File: config.mk
export PLATFORM = sky130hd
export DESIGN_NAME = tlk2711_chan_hub_flat
export DESIGN_NICKNAME = d
export VERILOG_FILES = /design/src/rtl/tlk2711_chan_hub_if.sv /design/src/rtl/tlk2711_chan_hub.sv /design/src/flat_wrapper.sv
export SDC_FILE = /design/constraint.sdc
export NUM_CORES = 1
export LEC_CHECK = 0
export CAP_MARGIN = 10
export CORE_AREA = 2 2 157 159
export CTS_CLUSTER_SIZE = 14
export DETAILED_ROUTE_END_ITERATION = 10
export DIE_AREA = 0 0 159 161
export HOLD_SLACK_MARGIN = 0.03
export PLACE_DENSITY_LB_ADDON = 0.25
export REMOVE_ABC_BUFFERS = 1
export SLEW_MARGIN = 25
export SYNTH_ARGS = -nofsm -noshare
export SYNTH_HDL_FRONTEND = slang
export SYNTH_SLANG_ARGS = --single-unit
File: constraint.sdc
create_clock -name clk -period 1.5 [get_ports clk]
set_input_delay 0.3 -clock clk [delete_from_list [all_inputs] [get_ports clk]]
set_output_delay 0.3 -clock clk [all_outputs]
set_load 0.05 [all_outputs]
File: src/rtl/tlk2711_chan_hub_if.sv
// Upstream PS register bus between the host and tlk2711_chan_hub.
// The host drives one-cycle write/read strobes; the hub answers every read with a one-cycle rvalid.
interface tlk2711_chan_hub_if;
    logic        i_reg_wen;
    logic [15:0] i_reg_waddr;
    logic [63:0] i_reg_wdata;
    logic        i_reg_ren;
    logic [15:0] i_reg_raddr;
    logic [63:0] o_reg_rdata;
    logic        o_reg_rvalid;

    modport master (
        output i_reg_wen, i_reg_waddr, i_reg_wdata, i_reg_ren, i_reg_raddr,
        input  o_reg_rdata, o_reg_rvalid
    );

    modport slave (
        input  i_reg_wen, i_reg_waddr, i_reg_wdata, i_reg_ren, i_reg_raddr,
        output o_reg_rdata, o_reg_rvalid
    );
endinterface

File: src/rtl/tlk2711_chan_hub.sv
// Register-bus decode, pipelined read return and interrupt aggregation for NUM_CH tlk2711 channels.
// Optional cycle timestamp of the last interrupt: define TLK_HUB_TIMESTAMP_EN.
module tlk2711_chan_hub #(
    parameter int NUM_CH      = 2,
    parameter int CH_SHIFT    = 8,
    parameter int CH_BASE_IDX = 0,
    parameter int HUB_IDX     = 8'h0F,
    parameter int RD_LATENCY  = 1
) (
    input  logic                   clk,
    input  logic                   rst,
    tlk2711_chan_hub_if.slave      bus,
    output logic [NUM_CH-1:0]      o_ch_reg_wen,
    output logic [15:0]            o_ch_reg_waddr,
    output logic [63:0]            o_ch_reg_wdata,
    output logic [NUM_CH-1:0]      o_ch_reg_ren,
    output logic [15:0]            o_ch_reg_raddr,
    input  logic [64*NUM_CH-1:0]   i_ch_reg_rdata,
    input  logic [3*NUM_CH-1:0]    i_ch_irq,
    output logic                   o_irq
);

    localparam int              NI       = 3 * NUM_CH;
    localparam int              IW       = 16 - CH_SHIFT;
    localparam logic [15:0]     OFF_MASK = 16'((32'd1 << CH_SHIFT) - 32'd1);
    localparam logic [IW-1:0]   HUB_SEL  = IW'(HUB_IDX);
    localparam logic [63:0]     HUB_ID   = {32'h2711_4855, 16'd0, 8'd0, 8'(NUM_CH)};

    generate
        if (NUM_CH < 1 || NUM_CH > 16) begin : g_bad_num_ch
            $error("tlk2711_chan_hub: NUM_CH must be 1..16");
        end
        if (RD_LATENCY < 1 || RD_LATENCY > 4) begin : g_bad_latency
            $error("tlk2711_chan_hub: RD_LATENCY must be 1..4");
        end
        if (HUB_IDX >= CH_BASE_IDX && HUB_IDX < CH_BASE_IDX + NUM_CH) begin : g_hub_overlap
            $error("tlk2711_chan_hub: HUB_IDX overlaps the channel windows");
        end
    endgenerate

    typedef enum logic [1:0] {T_NONE, T_CH, T_HUB} tgt_t;

    typedef struct packed {
        logic        valid;
        tgt_t        tgt;
        logic [3:0]  ch;
        logic [63:0] hub_data;
    } rd_ent_t;

    function automatic logic ch_hit(input logic [15:0] a);
        int rel;
        rel = int'(a[15:CH_SHIFT]) - CH_BASE_IDX;
        return (rel >= 0) && (rel < NUM_CH);
    endfunction

    function automatic logic [3:0] ch_num(input logic [15:0] a);
        int rel;
        rel = int'(a[15:CH_SHIFT]) - CH_BASE_IDX;
        return 4'(rel);
    endfunction

    logic          w_ch_hit, w_hub_hit, r_ch_hit, r_hub_hit, hub_w;
    logic [3:0]    w_ch, r_ch;
    logic [15:0]   w_off, r_off;
    logic [NUM_CH-1:0] wen_next, ren_next;
    logic [63:0]   hub_rdata, rd_sel;
    logic [NI-1:0] pending, enable, irq_hist, rise, clr;
    rd_ent_t       new_ent;
    rd_ent_t       rd_pipe [RD_LATENCY+1];
`ifdef TLK_HUB_TIMESTAMP_EN
    logic [31:0]   cnt, last_ts;
`endif

    assign w_ch_hit  = ch_hit(bus.i_reg_waddr);
    assign r_ch_hit  = ch_hit(bus.i_reg_raddr);
    assign w_ch      = ch_num(bus.i_reg_waddr);
    assign r_ch      = ch_num(bus.i_reg_raddr);
    assign w_hub_hit = (bus.i_reg_waddr[15:CH_SHIFT] == HUB_SEL);
    assign r_hub_hit = (bus.i_reg_raddr[15:CH_SHIFT] == HUB_SEL);
    assign w_off     = bus.i_reg_waddr & OFF_MASK;
    assign r_off     = bus.i_reg_raddr & OFF_MASK;
    assign hub_w     = bus.i_reg_wen && w_hub_hit;
    assign rise      = i_ch_irq & ~irq_hist;

    always_comb begin
        wen_next = '0;
        ren_next = '0;
        for (int k = 0; k < NUM_CH; k++) begin
            if (bus.i_reg_wen && w_ch_hit && w_ch == 4'(k)) wen_next[k] = 1'b1;
            if (bus.i_reg_ren && r_ch_hit && r_ch == 4'(k)) ren_next[k] = 1'b1;
        end
    end

    // Clear and set are resolved in one expression below, so a same-cycle edge wins.
    always_comb begin
        clr = '0;
        if (hub_w && w_off == 16'h0010) clr = bus.i_reg_wdata[NI-1:0];
    end

    always_comb begin
        hub_rdata = '0;
        case (r_off)
            16'h0000: hub_rdata[NI-1:0] = pending;
            16'h0008: hub_rdata[NI-1:0] = enable;
            16'h0018: hub_rdata = HUB_ID;
`ifdef TLK_HUB_TIMESTAMP_EN
            16'h0020: hub_rdata = {32'd0, last_ts};
            16'h0028: hub_rdata = {32'd0, cnt};
`endif
            default:  hub_rdata = '0;
        endcase
    end

    always_comb begin
        new_ent          = '0;
        new_ent.valid    = bus.i_reg_ren;
        new_ent.ch       = r_ch;
        new_ent.hub_data = hub_rdata;
        if (r_ch_hit)       new_ent.tgt = T_CH;
        else if (r_hub_hit) new_ent.tgt = T_HUB;
        else                new_ent.tgt = T_NONE;
    end

    // Channel data is selected by index rather than ORed, so idle channels may drive anything.
    always_comb begin
        rd_sel = '0;
        if (rd_pipe[RD_LATENCY].valid) begin
            case (rd_pipe[RD_LATENCY].tgt)
                T_CH: begin
                    for (int k = 0; k < NUM_CH; k++) begin
                        if (rd_pipe[RD_LATENCY].ch == 4'(k)) rd_sel = i_ch_reg_rdata[64*k +: 64];
                    end
                end
                T_HUB:   rd_sel = rd_pipe[RD_LATENCY].hub_data;
                default: rd_sel = '0;
            endcase
        end
    end

    always_ff @(posedge clk) begin
        if (rst) begin
            o_ch_reg_wen     <= '0;
            o_ch_reg_waddr   <= '0;
            o_ch_reg_wdata   <= '0;
            o_ch_reg_ren     <= '0;
            o_ch_reg_raddr   <= '0;
            bus.o_reg_rvalid <= 1'b0;
            bus.o_reg_rdata  <= '0;
            for (int i = 0; i <= RD_LATENCY; i++) rd_pipe[i] <= '0;
            pending          <= '0;
            enable           <= '0;
            irq_hist         <= i_ch_irq;
            o_irq            <= 1'b0;
`ifdef TLK_HUB_TIMESTAMP_EN
            cnt              <= '0;
            last_ts          <= '0;
`endif
        end else begin
            o_ch_reg_wen     <= wen_next;
            o_ch_reg_waddr   <= w_off;
            o_ch_reg_wdata   <= bus.i_reg_wdata;
            o_ch_reg_ren     <= ren_next;
            o_ch_reg_raddr   <= r_off;
            rd_pipe[0]       <= new_ent;
            for (int i = 1; i <= RD_LATENCY; i++) rd_pipe[i] <= rd_pipe[i-1];
            bus.o_reg_rvalid <= rd_pipe[RD_LATENCY].valid;
            bus.o_reg_rdata  <= rd_sel;
            irq_hist         <= i_ch_irq;
            pending          <= (pending & ~clr) | rise;
            if (hub_w && w_off == 16'h0008) enable <= bus.i_reg_wdata[NI-1:0];
            o_irq            <= |(pending & enable);
`ifdef TLK_HUB_TIMESTAMP_EN
            cnt              <= cnt + 32'd1;
            if (|rise) last_ts <= cnt;
`endif
        end
    end

endmodule

File: src/flat_wrapper.sv
// flat-port wrapper written by rule: the top's interface ports become plain ports
module tlk2711_chan_hub_flat 
#(
    parameter int NUM_CH      = 2,
    parameter int CH_SHIFT    = 8,
    parameter int CH_BASE_IDX = 0,
    parameter int HUB_IDX     = 8'h0F,
    parameter int RD_LATENCY  = 1
)
  (clk, rst, o_ch_reg_wen, o_ch_reg_waddr, o_ch_reg_wdata, o_ch_reg_ren, o_ch_reg_raddr, i_ch_reg_rdata, i_ch_irq, o_irq, bus_i_reg_wen, bus_i_reg_waddr, bus_i_reg_wdata, bus_i_reg_ren, bus_i_reg_raddr, bus_o_reg_rdata, bus_o_reg_rvalid);
  tlk2711_chan_hub_if bus_i ();
  input  logic clk;
  input  logic rst;
  output logic [NUM_CH-1:0] o_ch_reg_wen;
  output logic [15:0] o_ch_reg_waddr;
  output logic [63:0] o_ch_reg_wdata;
  output logic [NUM_CH-1:0] o_ch_reg_ren;
  output logic [15:0] o_ch_reg_raddr;
  input  logic [64*NUM_CH-1:0] i_ch_reg_rdata;
  input  logic [3*NUM_CH-1:0] i_ch_irq;
  output logic o_irq;
  input wire logic [$bits(bus_i.i_reg_wen)-1:0] bus_i_reg_wen;
  input wire logic [$bits(bus_i.i_reg_waddr)-1:0] bus_i_reg_waddr;
  input wire logic [$bits(bus_i.i_reg_wdata)-1:0] bus_i_reg_wdata;
  input wire logic [$bits(bus_i.i_reg_ren)-1:0] bus_i_reg_ren;
  input wire logic [$bits(bus_i.i_reg_raddr)-1:0] bus_i_reg_raddr;
  output wire logic [$bits(bus_i.o_reg_rdata)-1:0] bus_o_reg_rdata;
  output wire logic [$bits(bus_i.o_reg_rvalid)-1:0] bus_o_reg_rvalid;
  assign bus_i.i_reg_wen = bus_i_reg_wen;
  assign bus_i.i_reg_waddr = bus_i_reg_waddr;
  assign bus_i.i_reg_wdata = bus_i_reg_wdata;
  assign bus_i.i_reg_ren = bus_i_reg_ren;
  assign bus_i.i_reg_raddr = bus_i_reg_raddr;
  assign bus_o_reg_rdata = bus_i.o_reg_rdata;
  assign bus_o_reg_rvalid = bus_i.o_reg_rvalid;
  tlk2711_chan_hub #(.NUM_CH(NUM_CH), .CH_SHIFT(CH_SHIFT), .CH_BASE_IDX(CH_BASE_IDX), .HUB_IDX(HUB_IDX), .RD_LATENCY(RD_LATENCY)) u_core (.clk(clk), .rst(rst), .bus(bus_i), .o_ch_reg_wen(o_ch_reg_wen), .o_ch_reg_waddr(o_ch_reg_waddr), .o_ch_reg_wdata(o_ch_reg_wdata), .o_ch_reg_ren(o_ch_reg_ren), .o_ch_reg_raddr(o_ch_reg_raddr), .i_ch_reg_rdata(i_ch_reg_rdata), .i_ch_irq(i_ch_irq), .o_irq(o_irq));
endmodule
==> results of run 1 <==
## layout by cell type, fill, tap and decap left out, types with 3 or more instances in the layout
master and n:
buf_12 97, clkbuf_16 21, nand2b_1 7, a21oi_1 13, dlymetal6s2s_1 4, clkinv_4 3
nor2b_1 99, mux2i_1 5, o21ai_1 6, nand3_1 8, o21ai_0 23, inv_6 5
buf_2 3, clkdlybuf4s50_1 225, nor4b_2 3, nor2_1 60, dfxtp_1 195, nand2_1 15
inv_1 5, a22oi_1 67, conb_1 16, buf_4 76, or4_4 3
## through the flow
| stage | std cells | setup WS, ns | hold slack, ns | cell area, µm² |
|---|---|---|---|---|
| finish | 1312 | 0.0641 | 0.115 | 12000 |
| global route | 1312 | -0.0129 | 0.105 | 12000 |
| CTS | 1307 | 0.000962 | 0.0898 | 11800 |
| detailed placement | 1274 | -0.684 | 0.423 | 11200 |
| global placement | 1274 | -0.664 | 0.420 | 11200 |
| floorplan | 546 | -4.31 | 0.328 | 5960 |
## final timing paths
path,end,cells after the start,slack [ns],start
max reg2reg,u_core.bus.o_reg_rdata[61],7,0.06,u_core.rd_pipe[0][139]
max,u_core.bus.o_reg_rdata[61],7,0.06,u_core.rd_pipe[0][139]
min,u_core.o_ch_reg_raddr[5],2,0.11,bus_i_reg_raddr[5]
min reg2reg,u_core.bus.o_reg_rdata[3],2,0.43,u_core.rd_pipe[0][74]
## kinds of logic after synthesis
logic type / Yosys count / synth area share [%]
mux: 5 / 0.811
fa+ha+maj: 2 / 0.406
buf+inv: 59 / 4.68
simple gates: 209 / 18.6
flops: 196 / 63.6
compound gates: 112 / 11.8
other cells: 1 / 0.0608
## layer usage
layer | GRT usage [%] | share of wire (%)
met1 | 17.4 | 38
met2 | 27.5 | 51
met3 | 7.65 | 9.5
met4 | 4.42 | 1.6
met5 | 0 | 0.060
## report_power, final
group	total, µW	internal, µW	switching (µW)
Sequential	5430	5350	78.5
Clock	4490	2350	2140
Combinational	1940	1030	904
## cell type report
type / count / area [µm²] / area share, %
inverter: 6 / 22.5 / 0.188
sequential: 196 / 3930 / 32.8
clock buffer: 19 / 433 / 3.62
timing repair buffer: 410 / 4940 / 41.3
clock inverter: 13 / 138 / 1.15
multi-input combinational: 344 / 2090 / 17.5
tap: 324 / 405 / 3.39
## worst max-delay path: cells and delay by family (launching register included)
family / cells / cell delay [ns]
buf+inv: 3 / 0.37
flops: 1 / 0.33
simple gates: 2 / 0.28
fa+ha+maj: 1 / 0.23
compound gates: 1 / 0.14
## flip-flops by register name, summed over array words and instances (netlist names), 6 cells and up
register / flops
u_core.o_ch_reg_raddr: 8
u_core.pending: 6
u_core.bus.o_reg_rdata: 64
u_core.o_ch_reg_wdata: 64
u_core.rd_pipe: 28
u_core.o_ch_reg_waddr: 8
u_core.irq_hist: 6
u_core.enable: 6
## repair_timing
action | in CTS | in global routing
pin swaps | 7 | 5
gates resized for setup | 14 | 22
cloned | 0 | 4
setup endpoints to repair | 25 | 61
setup buffers | 1 | 1
==> qor.csv, run 1 <==
stage;metric;value;unit
run_status;status;finished, final reports clean;
grt;overflow;0;
synth;synth_top_area_share;63.6;%
final_layout;fin_util;49.9;%
placement;dp_hpwl;16300;µm
clock_network;worst_skew_pair.late_latency;0.43;ns
setup_path;cp.arrival;1.79;ns
die;row_count;57;
die;dieArea;0.0256;mm²
timing;hold_violations;0;
clock_network;hold_buffers;0;
final_layout;layout-drive-gt1-share;23.0;%
clock_network;clk_pin_slew;0.08;ns
timing;finalCritPeriodShare;95.7;%
die;die-height;161;µm
timing;finalCriticalPeriod;1.44;ns
final_layout;layout.nets;1211;
timing;drv_slew;0;
setup_path;cp_slowest_cell;dfxtp_2;
synth;syn_inst;584;
die;io_pins;400;
grt;antenna_found_initial;1;
route;finalWirelength;21500;µm
clock_network;ctsLongestPathBuffers;2;
final_layout;synthToLayoutAreaGrowth;93.8;%
synth;avgSynthCellArea;10.6;µm²
die;coreArea;0.0240;mm²
timing;fmax;696;MHz
placement;io_buffers;383;
power;finalPower;11900;µW
synth;synth_most_common_cell;dfxtp_1;
timing;finalClockSkew;0.0149;ns
synth;yosysTopAreaCell;dfxtp_1;
clock_network;cts_buffers;17;
die;initial_core_util;25.7;%
route;wl_per_cell;16.4;µm
clock_network;cts_tree;done;
route;drt_iter0_drc;294;
power;power_density;991;mW/mm²
setup_path;slowest_delay;0.33;ns
route;drc;0;
synth;synth_flop_cell;dfxtp_1;
power;p_leak;0.00477;µW
route;via_count;5481;
setup_path;worstSetupStartpointType;flip-flop;
synth;synth_warnings;0;
setup_path;critPathKind;flip-flop to flip-flop;
synth;synthTopCellsByCount;196 x dfxtp_1, 99 x nor2b_1, 67 x a22oi_1;
route;vias_per_cell;4.18;
synth;ys_top_cells_by_area;dfxtp_1 64%, nor2b_1 10%, a22oi_1 8.2%;
setup_path;cp_cell_sequence;inv_2, ha_4, nor3b_4, buf_6, nand2_8, clkbuf_16, o21ai_0;
setup_path;critPathMaxFanout;6;
route;drt.antenna.violating_nets;0;
final_layout;nFillCells;2210;
timing;fin_setup_tns;0;ns
synth;ys_seq_elements;196;
setup_path;end_kind;flip-flop;
clock_network;cts_sinks;196;
clock_network;root_buffer;clkbuf_16;
synth;ys_seq_area_share;63.6;%
clock_network;htree_levels;4;
synth;async_flop_share;0;%
route;first_pass_iters;6;
grt;grt_max_degree;73;
synth;synth_edf_count;0;
synth;syn_area;0.00617;mm²
die;die_w;159;µm
grt;grtUsageTotal;15.9;%
placement;gp_congestion;0.807;
flow_run;maxCapViolations;0;
min_path;hold_class;input pin to flip-flop;
final_layout;diodes;0;
timing;setup_violations;0;
synth;synth_cell_types;31;
power;peakVddDrop;0.000652;V
grt;grt_pass1_wl;31300;µm
setup_path;required;1.86;ns
grt;grt_pass1_vias;5350;
No activity file was read; power rests on OpenSTA's default activity.
==> run 2, diff against run 1 <==
Settings changed: CORE_AREA 2 2 157 159 to 2 2 154 156, DIE_AREA 0 0 159 161 to 0 0 156 158.
Clock period 1.5 ns to 1.7 ns, I/O delays scaled along.
==> qor.csv, run 2 (same netlist as run 1, synthesis figures left out) <==
stage;metric;value;unit;change
setup_path;cp_cell_sequence;dlygate4sd2_1, or4_1, or4_4, or2_4, nor2_1;;was inv_2, ha_4, nor3b_4, buf_6, nand2_8, clkbuf_16, o21ai_0
route;drc;0;;unchanged
final_layout;layout-drive-gt1-share;21.1;%;was 23.0%
die;row_count;56;;was 57
setup_path;critPathMaxFanout;5;;was 6
power;power_density;973;mW/mm²;was 991 mW/mm²
flow_run;maxCapViolations;0;;unchanged
die;io_pins;400;;unchanged
clock_network;htree_levels;4;;unchanged
setup_path;required;2.05;ns;was 1.86 ns
power;p_leak;0.00434;µW;was 0.00477 µW
timing;fin_setup_tns;0;ns;unchanged
route;drt.antenna.violating_nets;0;;unchanged
setup_path;worstSetupStartpointType;input pin;;was flip-flop
setup_path;end_kind;flip-flop;;unchanged
final_layout;design_area;0.0105;mm²;was 0.0120 mm²
placement;placed_area;0.00996;mm²;was 0.0112 mm²
setup_path;cp_slowest_cell;or4_4;;was dfxtp_2
min_path;hold_class;input pin to flip-flop;;unchanged
route;finalWirelength;20900;µm;was 21500 µm
route;wl_per_cell;16.5;µm;was 16.4 µm
final_layout;layout.nets;1201;;was 1211
timing;rsz0062_at_grt;no;;
final_layout;diodes;0;;unchanged
run_status;status;finished, final reports clean;;unchanged
route;via_count;5350;;was 5481
grt;antenna_found_initial;1;;unchanged
final_layout;fin_util;45.7;%;was 49.9%
die;die-height;158;µm;was 161 µm
clock_network;cts_sinks;196;;unchanged
route;drt_iter0_drc;307;;was 294
timing;hold_violations;0;;unchanged
die;dieArea;0.0246;mm²;was 0.0256 mm²
clock_network;ctsLongestPathBuffers;2;;unchanged
grt;grt_max_degree;65;;was 73
timing;setup_violations;0;;unchanged
setup_path;critPathKind;input pin to flip-flop;;was flip-flop to flip-flop
setup_path;cp.arrival;2.00;ns;was 1.79 ns
final_layout;final_cells;1268;;was 1312
power;peakVddDrop;0.000581;V;was 0.000652 V
die;die_w;156;µm;was 159 µm
min_path;min_from;bus_i_reg_raddr[5];;unchanged
timing;fmax;605;MHz;
final_layout;final_common_cell;clkdlybuf4s50_1;;unchanged
route;first_pass_iters;5;;was 6
final_layout;synthToLayoutAreaGrowth;70.9;%;was 93.8%
timing;drv_slew;0;;unchanged
final_layout;top_regs;u_core.bus.o_reg_rdata x64, u_core.o_ch_reg_wdata x64, u_core.rd_pipe x28;;unchanged
timing;finalCriticalPeriod;1.65;ns;
grt;overflow;0;;unchanged
grt;grt_pass1_vias;5114;;was 5350
placement;dp_cells;1236;;was 1274
clock_network;worst_skew_pair.late_latency;0.42;ns;was 0.43 ns
placement;io_buffers;383;;unchanged
final_layout;layout_common_cells;229 x clkdlybuf4s50_1, 196 x dfxtp_1, 164 x buf_4;;was 225 x clkdlybuf4s50_1, 195 x dfxtp_1, 99 x nor2b_1
setup_path;reg2reg_slack;0.20;ns;was 0.06 ns
die;coreArea;0.0231;mm²;was 0.0240 mm²
setup_path;path_buf_inv;1;;was 3
clock_network;cts_tree;done;;unchanged
clock_network;cts_buffers;17;;unchanged
clock_network;clk_pin_slew;0.08;ns;about the same
route;vias_per_cell;4.22;;was 4.18
setup_path;crit_family;simple AND/OR/NAND/NOR gates;;was buffers and inverters
clock_network;root_buffer;clkbuf_16;;unchanged
die;initial_core_util;26.8;%;was 25.7%
timing;finalClockSkew;0.0154;ns;was 0.0149 ns
setup_path;slowest_delay;0.53;ns;was 0.33 ns
placement;dp_hpwl;16000;µm;was 16300 µm
final_layout;nFillCells;2249;;was 2210
setup_path;crit_path_start;bus_i_reg_raddr[6];;was u_core.rd_pipe[0][139]
placement;gp_congestion;0.788;;was 0.807
grt;grtUsageTotal;16.0;%;was 15.9%
grt;grt_pass1_wl;29700;µm;was 31300 µm
timing;finalCritPeriodShare;97.2;%;
setup_path;r2r-start;u_core.rd_pipe[0][138];;was u_core.rd_pipe[0][139]
-- run 2: per-layer routing --
metal / track usage, % / vias to the layer above / share of wire [%]
met5: 0 / - / 0.062
met4: 3.84 / 2 / 0.98
li1: - / 2689 / -
met2: 29.0 / 223 / 51
met1: 17.8 / 2427 / 39
met3: 6.05 / 9 / 9.2
-- run 2: per-stage QoR --
| step | power, µW | setup slack (ns) | hold slack [ns] |
|---|---|---|---|
| after detailed placement | 6430 | -0.501 | 0.420 |
| after floorplan | 5560 | -4.11 | 0.368 |
| after global placement | 6420 | -0.478 | 0.422 |
| final | 10300 | 0.0483 | 0.289 |
| after global routing | 10700 | 0.0169 | 0.271 |
| after CTS | 10400 | 0.0554 | 0.261 |
-- run 2: area by class of cell --
type                    instances  area, µm²  area share [%]
flip-flops and latches        196       3920            37.2
well taps                     290        363            3.44
repair buffers                400       3630            34.4
multi-input cells             344       2030            19.2
clock inverters                14        140            1.33
inverters                       6       22.5           0.214
clock buffers                  18        439            4.16
-- run 2: repair_timing --
| action | in CTS | in global routing |
|---|---|---|
| endpoints found under the hold margin | 0 | 0 |
| endpoints found under the setup margin | 5 | 4 |
| resized for setup | 3 | 1 |
| buffers inserted | 0 | 0 |
| pin swaps | 7 | 0 |
| hold buffers | 0 | 0 |
-- run 2: worst paths after layout --
kind                                                  end  cells past startpoint
worst min register to register     u_core.rd_pipe[0][140]                      1
worst max-delay path                 u_core.rd_pipe[0][0]                      5
worst max register to register  u_core.bus.o_reg_rdata[4]                      4
worst min-delay path             u_core.o_ch_reg_raddr[5]                      2
-- run 2: where the power goes --
part           internal (µW)  total, µW  switching (µW)
clock network           2000       3940            1940
registers               4720       4760            40.4
logic                    768       1560             790
total                   7490      10300            2770
==> run 3, diff against run 2 <==
Settings changed: GPL_ROUTABILITY_DRIVEN set to 0, PLACE_DENSITY set to 0.68, PLACE_DENSITY_LB_ADDON 0.25 to not set.
==> qor.csv, run 3 (same netlist as run 1, synthesis figures left out) <==
stage;metric;value;unit;change
clock_network;clk_pin_slew;0.07;ns;was 0.08 ns
final_layout;nFillCells;2248;;was 2249
timing;finalClockSkew;0.0124;ns;was 0.0154 ns
final_layout;synthToLayoutAreaGrowth;72.3;%;was 70.9%
clock_network;cts_tree;done;;unchanged
route;drt.antenna.violating_nets;0;;unchanged
setup_path;end_kind;flip-flop;;unchanged
final_layout;layout-drive-gt1-share;21.3;%;was 21.1%
final_layout;fin_util;46.1;%;was 45.7%
clock_network;ctsLongestPathBuffers;2;;unchanged
setup_path;worstSetupStartpointType;input pin;;unchanged
clock_network;cts_sinks;196;;unchanged
route;finalWirelength;20000;µm;was 20900 µm
route;drc;0;;unchanged
final_layout;layout_common_cells;229 x clkdlybuf4s50_1, 196 x dfxtp_1, 164 x buf_4;;unchanged
timing;setup_violations;0;;unchanged
die;die-height;158;µm;unchanged
clock_network;cts_setup_buffers;0;;unchanged
route;drt_iter0_drc;207;;was 307
grt;grt_pass1_vias;5128;;was 5114
power;p_sw_share;26.3;%;was 27.0%
setup_path;critPathMaxFanout;5;;unchanged
timing;fmax;617;MHz;was 605 MHz
final_layout;final_cells;1270;;was 1268
timing;finalCritPeriodShare;95.4;%;was 97.2%
clock_network;worst_skew_pair.late_latency;0.43;ns;was 0.42 ns
setup_path;crit_family;simple AND/OR/NAND/NOR gates;;unchanged
setup_path;cp_cell_sequence;dlygate4sd2_1, or4_1, or4_4, or2_4, nor2_1;;unchanged
setup_path;slowest_delay;0.52;ns;was 0.53 ns
placement;dp_cells;1237;;was 1236
final_layout;top_regs;u_core.bus.o_reg_rdata x64, u_core.o_ch_reg_wdata x64, u_core.rd_pipe x28;;unchanged
die;die_w;156;µm;unchanged
timing;timing.hold.ws;0.269;ns;was 0.289 ns
power;peakVddDrop;0.000557;V;was 0.000581 V
route;via_count;5383;;was 5350
setup_path;critPathKind;input pin to flip-flop;;unchanged
grt;overflow;0;;unchanged
timing;worst_slack;0.0782;ns;was 0.0483 ns
timing;drv_slew;0;;unchanged
route;vias_per_cell;4.24;;was 4.22
placement;dp_hpwl;15500;µm;was 16000 µm
die;row_count;56;;unchanged
grt;grt_pass1_wl;28600;µm;was 29700 µm
route;first_pass_iters;4;;was 5
power;p_leak;0.00436;µW;was 0.00434 µW
setup_path;path_buf_inv;1;;unchanged
power;power_density;993;mW/mm²;was 973 mW/mm²
timing;rsz0062_at_grt;no;;unchanged
power;power_frac_comb;14.7;%;was 15.2%
grt;grtUsageTotal;15.6;%;was 16.0%
clock_network;cts_buffers;17;;unchanged
die;io_pins;400;;unchanged
power;p_int;7770;µW;was 7490 µW
setup_path;required;2.06;ns;was 2.05 ns
timing;hold_violations;0;;unchanged
power;p_seq_share;45.1;%;was 46.4%
power;p_sw;2780;µW;was 2770 µW
grt;grt_max_degree;65;;unchanged
placement;io_buffers;383;;unchanged
final_layout;final_common_cell;clkdlybuf4s50_1;;unchanged
power;clkPwrFrac;40.2;%;was 38.4%
setup_path;cp_slowest_cell;or4_1;;was or4_4
flow_run;maxCapViolations;0;;unchanged
clock_network;root_buffer;clkbuf_16;;unchanged
grt;antenna_found_initial;3;;was 1
setup_path;cp.arrival;1.98;ns;was 2.00 ns
final_layout;layout.nets;1202;;was 1201
run_status;status;finished, final reports clean;;unchanged
die;coreArea;0.0231;mm²;unchanged
clock_network;htree_levels;4;;unchanged
timing;finalCriticalPeriod;1.62;ns;was 1.65 ns
route;wl_per_cell;15.8;µm;was 16.5 µm
die;initial_core_util;26.8;%;unchanged
die;dieArea;0.0246;mm²;unchanged
min_path;hold_class;input pin to flip-flop;;unchanged
placement;dpl_worst_slack;-0.497;ns;was -0.501 ns
## run 3: changes by cell type in the layout (fill, tap and decap cells not counted)
cell,change
inv_8,+2
nor4_1,-2
bufinv_16,+2
clkinv_2,-1
clkinv_4,-1
buf_12,+1
inv_6,-5
clkinvlp_4,+3
nor4_2,+2
diode_2,+1
## run 3: layout make-up
class	instances	area (µm²)	area share, %
Antenna cell	1	2.50	0.0235
Tap cell	290	363	3.41
Clock buffer	18	439	4.13
Timing Repair Buffer	401	3650	34.3
Sequential cell	196	3920	36.9
Clock inverter	14	188	1.77
Multi-Input combinational cell	344	2040	19.2
Inverter	6	22.5	0.212
## run 3: path summary, 6_finish.rpt
path	startpoint	to	slack [ns]	depth (start not counted)
worst max-delay path	bus_i_reg_raddr[5]	u_core.rd_pipe[0][3]	0.08	5
worst min-delay path	bus_i_reg_raddr[5]	u_core.o_ch_reg_raddr[5]	0.27	2
worst max register to register	u_core.rd_pipe[0][139]	u_core.bus.o_reg_rdata[52]	0.18	7
worst min register to register	u_core.rd_pipe[0][64]	u_core.rd_pipe[0][135]	0.43	1
## run 3: per-stage QoR
step           total power [µW]  area (µm²)  setup TNS (ns)
3_5_place_dp               6430        9980           -6.77
4_1_cts                   10700       10600               0
3_3_place_gp               6420        9980           -5.93
6_report                  10600       10600               0
2_1_floorplan              5560        5960         -258.40
5_1_grt                   11000       10600               0
## run 3: timing repair
item                       4_1_cts  5_1_grt
hold buffers                     0        0
pin swaps                        8        0
setup endpoints to repair        5        5
gates resized for setup          3        3
## run 3: power by group through the flow
stage,combinational [µW],clock [µW],sequential (µW)
final,1550,4240,4760
after global routing,1640,4590,4770
after CTS,1570,4390,4760
after detailed placement,1560,0,4870
after global placement,1550,0,4860
after floorplan,338,0,5220
## run 3: metal layers
layer | global-route usage, % | part of all wire [%] | wire length (µm)
met5 | 0 | 0.13 | 27
met2 | 26.7 | 49 | 9900
met1 | 18.0 | 40 | 8020
met3 | 5.50 | 8.7 | 1740
met4 | 5.55 | 1.7 | 337
